## src/rtl/axi4_burst_master.sv

```systemverilog
// AXI4 single-outstanding burst master: AW/AR issued the cycle after command accept, W through a one-entry holding register.
// Backpressure: cmd_ready only when idle; wr_ready follows W-slot availability; rd_* is a combinational pass-through of R.
`timescale 1ns/1ps
module axi4_burst_master #(
  parameter int DATA_WIDTH = 32,
  parameter int ADDR_WIDTH = 10
) (
  input  logic                  ACLK,
  input  logic                  ARESETn,
  input  logic                  cmd_valid,
  output logic                  cmd_ready,
  input  logic                  cmd_write,
  input  logic [ADDR_WIDTH-1:0] cmd_addr,
  input  logic [7:0]            cmd_len,
  input  logic [DATA_WIDTH-1:0] wr_data,
  input  logic                  wr_valid,
  output logic                  wr_ready,
  output logic [DATA_WIDTH-1:0] rd_data,
  output logic                  rd_valid,
  output logic                  rd_last,
  input  logic                  rd_ready,
  output logic                  done,
  output logic [1:0]            resp,
  output logic                  len_err,
  output logic [ADDR_WIDTH-1:0] AWADDR,
  output logic [7:0]            AWLEN,
  output logic [2:0]            AWSIZE,
  output logic                  AWVALID,
  input  logic                  AWREADY,
  output logic [DATA_WIDTH-1:0] WDATA,
  output logic                  WLAST,
  output logic                  WVALID,
  input  logic                  WREADY,
  input  logic [1:0]            BRESP,
  input  logic                  BVALID,
  output logic                  BREADY,
  output logic [ADDR_WIDTH-1:0] ARADDR,
  output logic [7:0]            ARLEN,
  output logic [2:0]            ARSIZE,
  output logic                  ARVALID,
  input  logic                  ARREADY,
  input  logic [DATA_WIDTH-1:0] RDATA,
  input  logic [1:0]            RRESP,
  input  logic                  RLAST,
  input  logic                  RVALID,
  output logic                  RREADY
);

  localparam logic [2:0] AXSIZE = 3'($clog2(DATA_WIDTH / 8));

  typedef enum logic [2:0] {
    IDLE, WR_ADDR, WR_DATA, WR_RESP, RD_ADDR, RD_DATA
  } state_t;

  state_t     state, state_nxt;
  logic [7:0] len_q;
  logic [7:0] beat_cnt;
  logic [8:0] load_cnt;
  logic       accept, w_load, w_hs, b_hs, r_hs;

  assign AWSIZE = AXSIZE;
  assign ARSIZE = AXSIZE;
  assign rd_data = RDATA;

  always_ff @(posedge ACLK or negedge ARESETn) begin
    if (!ARESETn) state <= IDLE;
    else          state <= state_nxt;
  end

  always_comb begin
    state_nxt = state;
    cmd_ready = 1'b0;
    wr_ready  = 1'b0;
    BREADY    = 1'b0;
    RREADY    = 1'b0;
    rd_valid  = 1'b0;
    rd_last   = 1'b0;
    case (state)
      IDLE: begin
        cmd_ready = 1'b1;
        if (cmd_valid) state_nxt = cmd_write ? WR_ADDR : RD_ADDR;
      end
      WR_ADDR: if (AWVALID && AWREADY) state_nxt = WR_DATA;
      WR_DATA: begin
        // Refill the holding slot in the same cycle it drains, but never past the last beat.
        wr_ready = (!WVALID || WREADY) && (load_cnt < ({1'b0, len_q} + 9'd1));
        if (WVALID && WREADY && WLAST) state_nxt = WR_RESP;
      end
      WR_RESP: begin
        BREADY = 1'b1;
        if (BVALID) state_nxt = IDLE;
      end
      RD_ADDR: if (ARVALID && ARREADY) state_nxt = RD_DATA;
      RD_DATA: begin
        RREADY   = rd_ready;
        rd_valid = RVALID;
        rd_last  = RLAST;
        if (RVALID && rd_ready && RLAST) state_nxt = IDLE;
      end
      default: state_nxt = IDLE;
    endcase
  end

  assign accept = cmd_valid && cmd_ready;
  assign w_load = wr_valid && wr_ready;
  assign w_hs   = WVALID && WREADY;
  assign b_hs   = BVALID && BREADY;
  assign r_hs   = RVALID && RREADY;

  always_ff @(posedge ACLK or negedge ARESETn) begin
    if (!ARESETn) begin
      len_q    <= '0;
      beat_cnt <= '0;
      load_cnt <= '0;
      AWADDR   <= '0;
      AWLEN    <= '0;
      AWVALID  <= 1'b0;
      ARADDR   <= '0;
      ARLEN    <= '0;
      ARVALID  <= 1'b0;
      WDATA    <= '0;
      WLAST    <= 1'b0;
      WVALID   <= 1'b0;
      done     <= 1'b0;
      resp     <= 2'b00;
      len_err  <= 1'b0;
    end else begin
      done <= 1'b0;
      if (accept) begin
        len_q    <= cmd_len;
        beat_cnt <= '0;
        load_cnt <= '0;
        resp     <= 2'b00;
        len_err  <= 1'b0;
        if (cmd_write) begin
          AWADDR  <= cmd_addr;
          AWLEN   <= cmd_len;
          AWVALID <= 1'b1;
        end else begin
          ARADDR  <= cmd_addr;
          ARLEN   <= cmd_len;
          ARVALID <= 1'b1;
        end
      end
      if (AWVALID && AWREADY) AWVALID <= 1'b0;
      if (ARVALID && ARREADY) ARVALID <= 1'b0;

      // Beats load in order, so the load index equals the W handshake index.
      if (w_load) begin
        WDATA    <= wr_data;
        WVALID   <= 1'b1;
        WLAST    <= (load_cnt == {1'b0, len_q});
        load_cnt <= load_cnt + 9'd1;
      end else if (w_hs) begin
        WVALID <= 1'b0;
        WLAST  <= 1'b0;
      end
      if (w_hs) beat_cnt <= beat_cnt + 8'd1;

      if (b_hs) begin
        resp <= BRESP;
        done <= 1'b1;
      end

      if (r_hs) begin
        if (RRESP > resp) resp <= RRESP;
        if (RLAST) begin
          done <= 1'b1;
          if (beat_cnt != len_q) len_err <= 1'b1;
        end else begin
          // Slave overran the requested length: flag it and keep draining until RLAST.
          if (beat_cnt == len_q) len_err <= 1'b1;
          if (beat_cnt != 8'hFF) beat_cnt <= beat_cnt + 8'd1;
        end
      end
    end
  end

endmodule

```

## config.mk

```make
export PLATFORM = sky130hd
export DESIGN_NAME = axi4_burst_master
export DESIGN_NICKNAME = d
export VERILOG_FILES = /design/src/rtl/axi4_burst_master.sv
export SDC_FILE = /design/constraint.sdc
export NUM_CORES = 1
export LEC_CHECK = 0
export CAP_MARGIN = 10
export CORE_ASPECT_RATIO = 0.7
export CORE_UTILIZATION = 45
export CTS_BUF_LIST = sky130_fd_sc_hd__clkbuf_8
export DETAILED_ROUTE_END_ITERATION = 10
export GPL_TIMING_DRIVEN = 0
export PLACE_DENSITY = 0.83
export SLEW_MARGIN = 20
export SYNTH_ARGS = -nofsm -noshare
export SYNTH_HDL_FRONTEND = slang
export SYNTH_SLANG_ARGS = --single-unit
```

## constraint.sdc

```tcl
create_clock -name ACLK -period 3.7 [get_ports ACLK]
set_input_delay 0.555 -clock ACLK [delete_from_list [all_inputs] [get_ports ACLK]]
set_output_delay 0.555 -clock ACLK [all_outputs]
set_load 0.05 [all_outputs]
```

Word level (Yosys, flattened, before mapping)
Cells that the tools add are included.

storage, ports and cells
  input port bits = 98
  register bits = 104
  word-level logic and storage cells = 104

operators by class
  eq/ne operators = 16
  mux-type cells = 42
  reduce and logical (&&, ||, !) cells = 24
  add/subtract/negate cells = 3
  bitwise logic cells = 1
  magnitude comparators = 2

operator list
  operator             number
  $mux 8               5
  $mux 1               23
  $mux 3               7
  $mux 9               2
  $pmux 3 s6           1
  $ne 2x2->1 const B   6
  $logic_and 1x1->1    11
  $reduce_bool 2->1    5
  $add 8x1->9 const B  1
  $add 9x1->9 const B  1
  $eq 9x8->1           1
  $lt 9x9->1           1
  $add 8x1->8 const B  1
  $eq 8x8->1           1
  $mux 2               4
  $ne 8x8->1           1
  $ne 8x8->1 const B   1
  $reduce_and 2->1     4
  $eq 3x2->1 const B   2
  $eq 3x3->1 const B   2
  $reduce_and 6->1     1
  $eq 3x1->1 const B   1
  $logic_not 3->1      1
  $gt 2x2->1           1
  other kinds (4)      4

Longest topological paths before layout
Gate-level depths: netlist of run 1.

  depth in word-level cells = 8
  depth in mapped cells = 12
  gate-level depth less buffers = 10

Least setup slack after synthesis of run 1
No wires, ideal clock.

  path type = register to output
  start point = register len_q[1]
  end point = output wr_ready
  slack = 0.530 ns
  buffers on the path = 1
  data required time = 3.145 ns
  arrival time = 2.615 ns
  cell stages (with the launch flop) = 10
  cells stage by stage = dfrtp_1 > ha_1 > nand3_1 > nor2_1 > xnor2_1 > ha_1 > a211oi_1 > a31oi_1 > buf_1 > nor2b_1

between the ends
  longest elaborated chain between the ends = 4

ends and longest elaborated chain
  what                      RTL line  RTL
  start: declaration        56        logic [7:0] len_q;
  start signal: assignment  130       len_q <= cmd_len;
  $add 8x1->9               86        wr_ready = (!WVALID || WREADY) && (load_cnt < ({1'b0, len_q} + 9'd1));
  $lt 9x9->1                86
  $logic_and 1x1->1         86
  $mux 1                    78        case (state)
  end: declaration          17        output logic wr_ready,

No other way between the ends.

Worst setup path in the final report of run 1
Same ends and word-level chain as after synthesis.

==> results of run 1 <==
==> worst max-delay path, cell delays in order (launching register included) <==
cell and delay, ps:
dfrtp_2 470, ha_1 220, nand3_1 120, nor2_1 230, xnor2_1 110, ha_1 320, o21a_1 130, o211ai_1 80
a31oi_1 240, buf_2 340, nor2b_1 80, clkbuf_4 230
==> synthesized netlist by cell type (2+ instances only) <==
master    number  area [sq um]
o211a_1        3          30.0
o211ai_1       4          30.0
a21oi_1        6          30.0
nand2_1       43           161
mux2i_1        6          60.1
nor3_1         7          35.0
nand2b_1       5          31.3
xor2_1        10          87.6
and2_1         5          31.3
dfrtp_1      104          2600
a31o_1         3          26.3
a31oi_1        5          31.3
nand4_1        4          25.0
buf_2          2          10.0
nor2_1        16          60.1
nor2b_1        5          31.3
o31ai_1        2          15.0
mux2_2        42           473
buf_12         3          60.1
buf_6          2          22.5
a211o_1        3          26.3
ha_1          14           175
inv_1         12          45.0
xnor2_1       17           149
a211oi_1       2          15.0
nand3_1       19          95.1
and3_1         4          25.0
clkbuf_1      12          45.0
mux2_4        26           390
o21ai_0       14          70.1
conb_1         2          7.51
buf_4         38           285
==> routing by layer <==
metal	GRT usage	vias to the layer above	wire [um]
li1	-	1916	-
met1	0.266	2015	5390
met2	0.391	163	6730
met3	0.0911	27	1270
met4	0.0776	0	250
met5	0	-	0
==> cell families after synthesis <==
| kind of cell | count (synthesis) | share of synthesized area |
|---|---|---|
| and+or+nand+nor | 120 | 0.113 |
| DFF | 104 | 0.485 |
| muxes | 74 | 0.172 |
| buffers and inverters | 70 | 0.0879 |
| AOI/OAI and AO/OA | 48 | 0.0648 |
| xor gates and xnor gates | 27 | 0.0440 |
| adders and majority gates | 14 | 0.0326 |
| other | 2 | 0.00140 |
==> flip-flops by register name (all words and copies together), names as in the netlist, 8 cells and up <==
signal,count
ARLEN,8
WDATA,32
ARADDR,10
len_q,8
load_cnt,9
AWLEN,8
beat_cnt,8
AWADDR,10
==> what timing repair did <==
action                     4_1_cts  5_1_grt
gates cloned                     0        0
gates resized for setup          4        5
hold buffers                     0        0
pin swaps                        0        0
setup endpoints to repair        1        1
==> cell type report <==
| type | count | area share |
|---|---|---|
| clock inverters | 5 | 0.00529 |
| clock buffers | 10 | 0.0182 |
| repair buffers | 180 | 0.240 |
| multi-input cells | 289 | 0.305 |
| inverters | 12 | 0.00595 |
| flip-flops and latches | 104 | 0.344 |
| plain buffers | 56 | 0.0556 |
| well taps | 153 | 0.0253 |
==> power by group through the flow <==
| stage | combinational (uW) | sequential (uW) | clock [uW] |
|---|---|---|---|
| after floorplan | 1370 | 3330 | 0 |
| after global placement | 3970 | 1960 | 0 |
| after detailed placement | 4050 | 1990 | 0 |
| after CTS | 4070 | 1980 | 689 |
| after global routing | 4240 | 2080 | 721 |
| final | 4020 | 2010 | 674 |
==> metrics by stage <==
| stage | setup WS (ps) | area, sq um |
|---|---|---|
| after detailed placement | -165 | 7400 |
| after floorplan | 530 | 5380 |
| final | 202 | 7570 |
| after global routing | 2.97 | 7570 |
| after CTS | 9.83 | 7580 |
| after global placement | -1750 | 7370 |
==> worst paths after layout <==
path / slack, ps / to
setup / recovery: 200 / wr_ready
min in group ACLK: 510 / AWVALID$_DFFE_PN0P_
hold reg to reg: 510 / AWVALID$_DFFE_PN0P_
max in group asynchronous: 3000 / len_q[0]$_DFFE_PN0P_
hold / removal: 40 / AWADDR[3]$_DFFE_PN0P_
setup reg to reg: 650 / WDATA[15]$_DFFE_PN0P_
==> results_dict.tcl, run 1 <==
set metrics [dict create \
    outcome "completed" \
    r2r_start "len_q[1]$_DFFE_PN0P_" \
    port_buffers 179 \
    diodes 0 \
    fillCellCount 878 \
    post-cts-setup-buffers 0 \
    ioPinCount 218 \
    fin_cells 809 \
    slew_violations 0 \
    synthCells 459 \
    setup_tns_ps 0 \
    min_period_ps 3500 \
    synth-seq-cells 104 \
    netlist_area_sq_um 5370 \
    clockBufferDepth 2 \
    ff2ff_path_depth 11 \
    clockPowerShare 0.101 \
    power_frac_seq 0.300 \
    ys.flop_type "dfrtp_1" \
    drive_gt1_frac 0.213 \
    timing.final.crit_share 0.945 \
    cts_tree "built" \
    clock_latency_ps 370 \
    maxSlewHeadroom 0.561 \
    grt_max_degree 76 \
    p_int_uw 3480 \
    ir_drop_uv 640 \
    synthArstFlopShare 1.00 \
    clk_pin_slew_ps 100 \
    grt-ovfl-total 0 \
    wl_per_cell_um 16.9 \
    synthDistinctLibCells 51 \
    cp-startpoint "len_q[1]$_DFFE_PN0P_" \
    h-tree-depth 3 \
    p_total_uw 6700 \
    core_area_sq_um 11300 \
    grt_pass1_vias 4437 \
    track_usage 0.230 \
    numCtsBuffers 9 \
    pwr-share-comb 0.600 \
    swShare 0.481 \
    critPathKind "reg -> out" \
    routed-via-count 4121 \
    drc 0 \
    die_y_um 93.4 \
    firstDrtPassIters 4 \
    postLayoutCoreUtil 0.670 \
    die_x_um 133 \
    endpoint_kind "output port" \
    root_buffer "clkbuf_8" \
    row_count 32 \
    ant_nets 0 \
    p_sw_uw 3230 \
    final.setup_skew_ps 11.6 \
    ff_latch_area_sq_um 2610 \
    start_util 0.476 \
    synth-seq-area-share 0.485 \
    dp_hpwl_mm 10.5 \
    cp_max_fo 10 \
    grt_pass1_wl_mm 22.2 \
    yosys_warnings 0 \
    p_per_area_nw_per_um2 886 \
    drt_iter0_drc 156 \
    synth_edf_count 0 \
    vias_per_cell 5.09 \
    cap_viol_max_count 0 \
    hp-class "in -> async" \
    cp-start-kind "register" \
    layout_commonest_cell "clkdlybuf4s50_1" \
    syn_area_per_cell_sq_um 11.7 \
    setup_viol 0 \
    syn2layout_area_growth_pct 40.9 \
    routed_wl_mm 13.6 \
    final_cell_mix "clkdlybuf4s50_1, dfrtp_1, nand2_1" \
    antenna_found_initial 0 \
    leakage_uw 0.00331 \
    crit_required_ps 3140 \
    nets 764 \
    dp_cells 796 \
    max_freq_mhz 286 \
    whs_ps 39.5 \
    cp.arrival_ps 2940 \
    dieArea_sq_um 12400 \
    multi_input_area_sq_um 2310 \
    hold_viol 0 \
    tightest_slew_ps 655 \
    rsz0062_at_grt "false" \
    cts.sink_count 104 \
    gp_congestion 0.865 \
]
No activity file was read; power rests on OpenSTA's default activity.
==> run 2: changes to the inputs <==
--- a/config.mk
+++ b/config.mk
@@ -7,11 +7,11 @@
 export LEC_CHECK = 0
 export CAP_MARGIN = 10
 export CORE_ASPECT_RATIO = 0.7
-export CORE_UTILIZATION = 45
+export CORE_UTILIZATION = 41
 export CTS_BUF_LIST = sky130_fd_sc_hd__clkbuf_8
 export DETAILED_ROUTE_END_ITERATION = 10
 export GPL_TIMING_DRIVEN = 0
-export PLACE_DENSITY = 0.83
+export PLACE_DENSITY = 0.8
 export SLEW_MARGIN = 20
 export SYNTH_ARGS = -nofsm -noshare
 export SYNTH_HDL_FRONTEND = slang
==> constraint.sdc (replaced) <==
create_clock -name ACLK -period 3.2 [get_ports ACLK]
set_input_delay 0.48 -clock ACLK [delete_from_list [all_inputs] [get_ports ACLK]]
set_output_delay 0.48 -clock ACLK [all_outputs]
set_load 0.05 [all_outputs]
==> results_dict.tcl, run 2 (synthesis results as in run 1) <==
set metrics [dict create \
    outcome "finished with violations" \
    violations "DRC" \
    setup_slack_ps 124 \
    max_freq_mhz 325 \
    setup_viol 0 \
    critical_path_buf_inv_count 3 \
    routed-via-count 4098 \
    diodes 0 \
    timing.final.crit_share 0.961 \
    routed_wl_mm 13.2 \
    fillCellCount 1029 \
    cp_max_fo 10 \
    critPathMaxStageDelay_ps 380 \
    syn2layout_area_growth_pct 42.1 \
    clk_pin_slew_ps 100 \
    row_count 34 \
    hp-class "in -> async" \
    core_area_sq_um 12600 \
    dp_cells 805 \
    die_y_um 97.7 \
    clock_latency_ps 370 \
    p_sw_uw 3730 \
    clockBufferDepth 2 \
    antenna_found_initial 0 \
    drive_gt1_frac 0.226 \
    leakage_uw 0.00333 \
    p_total_uw 7810 \
    dp_hpwl_mm 10.0 \
    port_buffers 179 \
    cts.sink_count 104 \
    final.setup_skew_ps 11.7 \
    cpMostUsedCell "buf_4" \
    postLayoutCoreUtil 0.606 \
    crit_chain "buf_4, and4_1, nand2_1, xnor2_1, ha_1, o21a_1, o211ai_1, a31oi_1, buf_4, nor2b_1, buf_6" \
    pwr-share-comb 0.600 \
    final_cell_mix "clkdlybuf4s50_1, dfrtp_1, nand2_1" \
    cap_viol_max_count 0 \
    p_int_uw 4080 \
    cts_tree "built" \
    fin_cells 820 \
    vias_per_cell 5.00 \
    largest-register "WDATA" \
    start_util 0.426 \
    nets 765 \
    gp_congestion 0.819 \
    drt_iter0_drc 167 \
    cp-start-kind "register" \
    slew_violations 0 \
    ff_latch_area_sq_um 2610 \
    min_period_ps 3080 \
    grt_pass1_wl_mm 21.6 \
    largest_reg_flops 32 \
    endpoint_kind "output port" \
    p_per_area_nw_per_um2 1020 \
    grt-ovfl-total 0 \
    slowest_stage "dfrtp_1" \
    swShare 0.478 \
    grt_max_degree 62 \
    dieArea_sq_um 13600 \
    crit_required_ps 2720 \
    multi_input_area_sq_um 2320 \
    tightest_slew_ps 673 \
    numCtsBuffers 9 \
    h-tree-depth 3 \
    die_x_um 139 \
    rsz0062_at_grt "false" \
    track_usage 0.199 \
    ir_drop_uv 723 \
    root_buffer "clkbuf_8" \
    firstDrtPassIters 9 \
    power_frac_seq 0.296 \
    critPathKind "reg -> out" \
    setup_tns_ps 0 \
    path_delay_family "buffers and inverters" \
    hold_viol 0 \
    clockPowerShare 0.104 \
    grt_pass1_vias 4271 \
    drc 17 \
    wl_per_cell_um 16.1 \
    reg_top3 "WDATA (32), ARADDR (10), AWADDR (10)" \
    cp.arrival_ps 2600 \
    maxSlewHeadroom 0.551 \
    ant_nets 0 \
    ioPinCount 218 \
    dpl_worst_slack_ps -450 \
    layout_commonest_cell "clkdlybuf4s50_1" \
]
-- run 2: area by class of cell --
| type | instances | area share |
|---|---|---|
| repair buffers | 182 | 0.241 |
| well taps | 162 | 0.0266 |
| inverters | 12 | 0.00590 |
| clock buffers | 11 | 0.0198 |
| plain buffers | 55 | 0.0549 |
| multi-input cells | 289 | 0.305 |
| flip-flops and latches | 104 | 0.342 |
| clock inverters | 5 | 0.00558 |
-- run 2: power groups by stage --
| stage | logic (uW) | clock network [uW] | registers, uW |
|---|---|---|---|
| finish | 4680 | 816 | 2310 |
| global route | 4920 | 896 | 2390 |
| CTS | 4690 | 847 | 2300 |
| detailed placement | 4690 | 0 | 2300 |
| global placement | 4580 | 0 | 2250 |
| floorplan | 1590 | 0 | 3850 |
-- run 2: worst reg2reg max path: cells and delay by family, from the launching register on --
family,cells,cell delay [ps]
and+or+nand+nor,3,540
buffers and inverters,3,540
xor gates and xnor gates,1,180
adders and majority gates,1,250
AOI/OAI and AO/OA,3,420
muxes,1,310
DFF,1,380
-- run 2: repair_timing --
action / 4_1_cts / 5_1_grt
setup endpoints to repair: 1 / 1
hold buffers: 0 / 0
setup buffers: 1 / 1
cloned: 0 / 0
resized for setup: 9 / 7
endpoints found under the hold margin: 0 / 0
-- run 2: final timing paths --
| path | startpoint | endpoint | slack, ps | cells past startpoint |
|---|---|---|---|---|
| worst max-delay path | len_q[0]$_DFFE_PN0P_ | wr_ready | 120 | 11 |
| worst min-delay path | ARESETn | ARADDR[6]$_DFFE_PN0P_ | 20 | 1 |
| worst max register to register | len_q[0]$_DFFE_PN0P_ | WDATA[11]$_DFFE_PN0P_ | 450 | 12 |
| worst min register to register | AWVALID$_DFFE_PN0P_ | AWVALID$_DFFE_PN0P_ | 500 | 1 |
| max in group asynchronous | ARESETn | resp[0]$_DFF_PN0_ | 2530 | 2 |
| min in group ACLK | AWVALID$_DFFE_PN0P_ | AWVALID$_DFFE_PN0P_ | 500 | 1 |
-- run 2: through the flow --
stage | hold WS [ps] | area, sq um
finish | 23.0 | 7630
global route | 26.5 | 7630
CTS | 18.9 | 7600
detailed placement | 436 | 7410
global placement | 470 | 7380
floorplan | 184 | 5380
-- run 2: metal layers --
| metal | vias up | GRT usage | share of wire |
|---|---|---|---|
| met5 | - | 0 | 0 |
| met4 | 0 | 0.0462 | 0.0079 |
| met2 | 154 | 0.345 | 0.49 |
| li1 | 1921 | - | - |
| met1 | 2013 | 0.247 | 0.42 |
| met3 | 10 | 0.0564 | 0.074 |
==> run 3: changes to the inputs <==
--- a/config.mk
+++ b/config.mk
@@ -9,6 +9,7 @@
 export CORE_ASPECT_RATIO = 0.7
 export CORE_UTILIZATION = 41
 export CTS_BUF_LIST = sky130_fd_sc_hd__clkbuf_8
+export CTS_CLUSTER_DIAMETER = 80
 export DETAILED_ROUTE_END_ITERATION = 10
 export GPL_TIMING_DRIVEN = 0
 export PLACE_DENSITY = 0.8
==> results of run 3 <==
Final layout, timing and power as in run 2 (identical DEF).
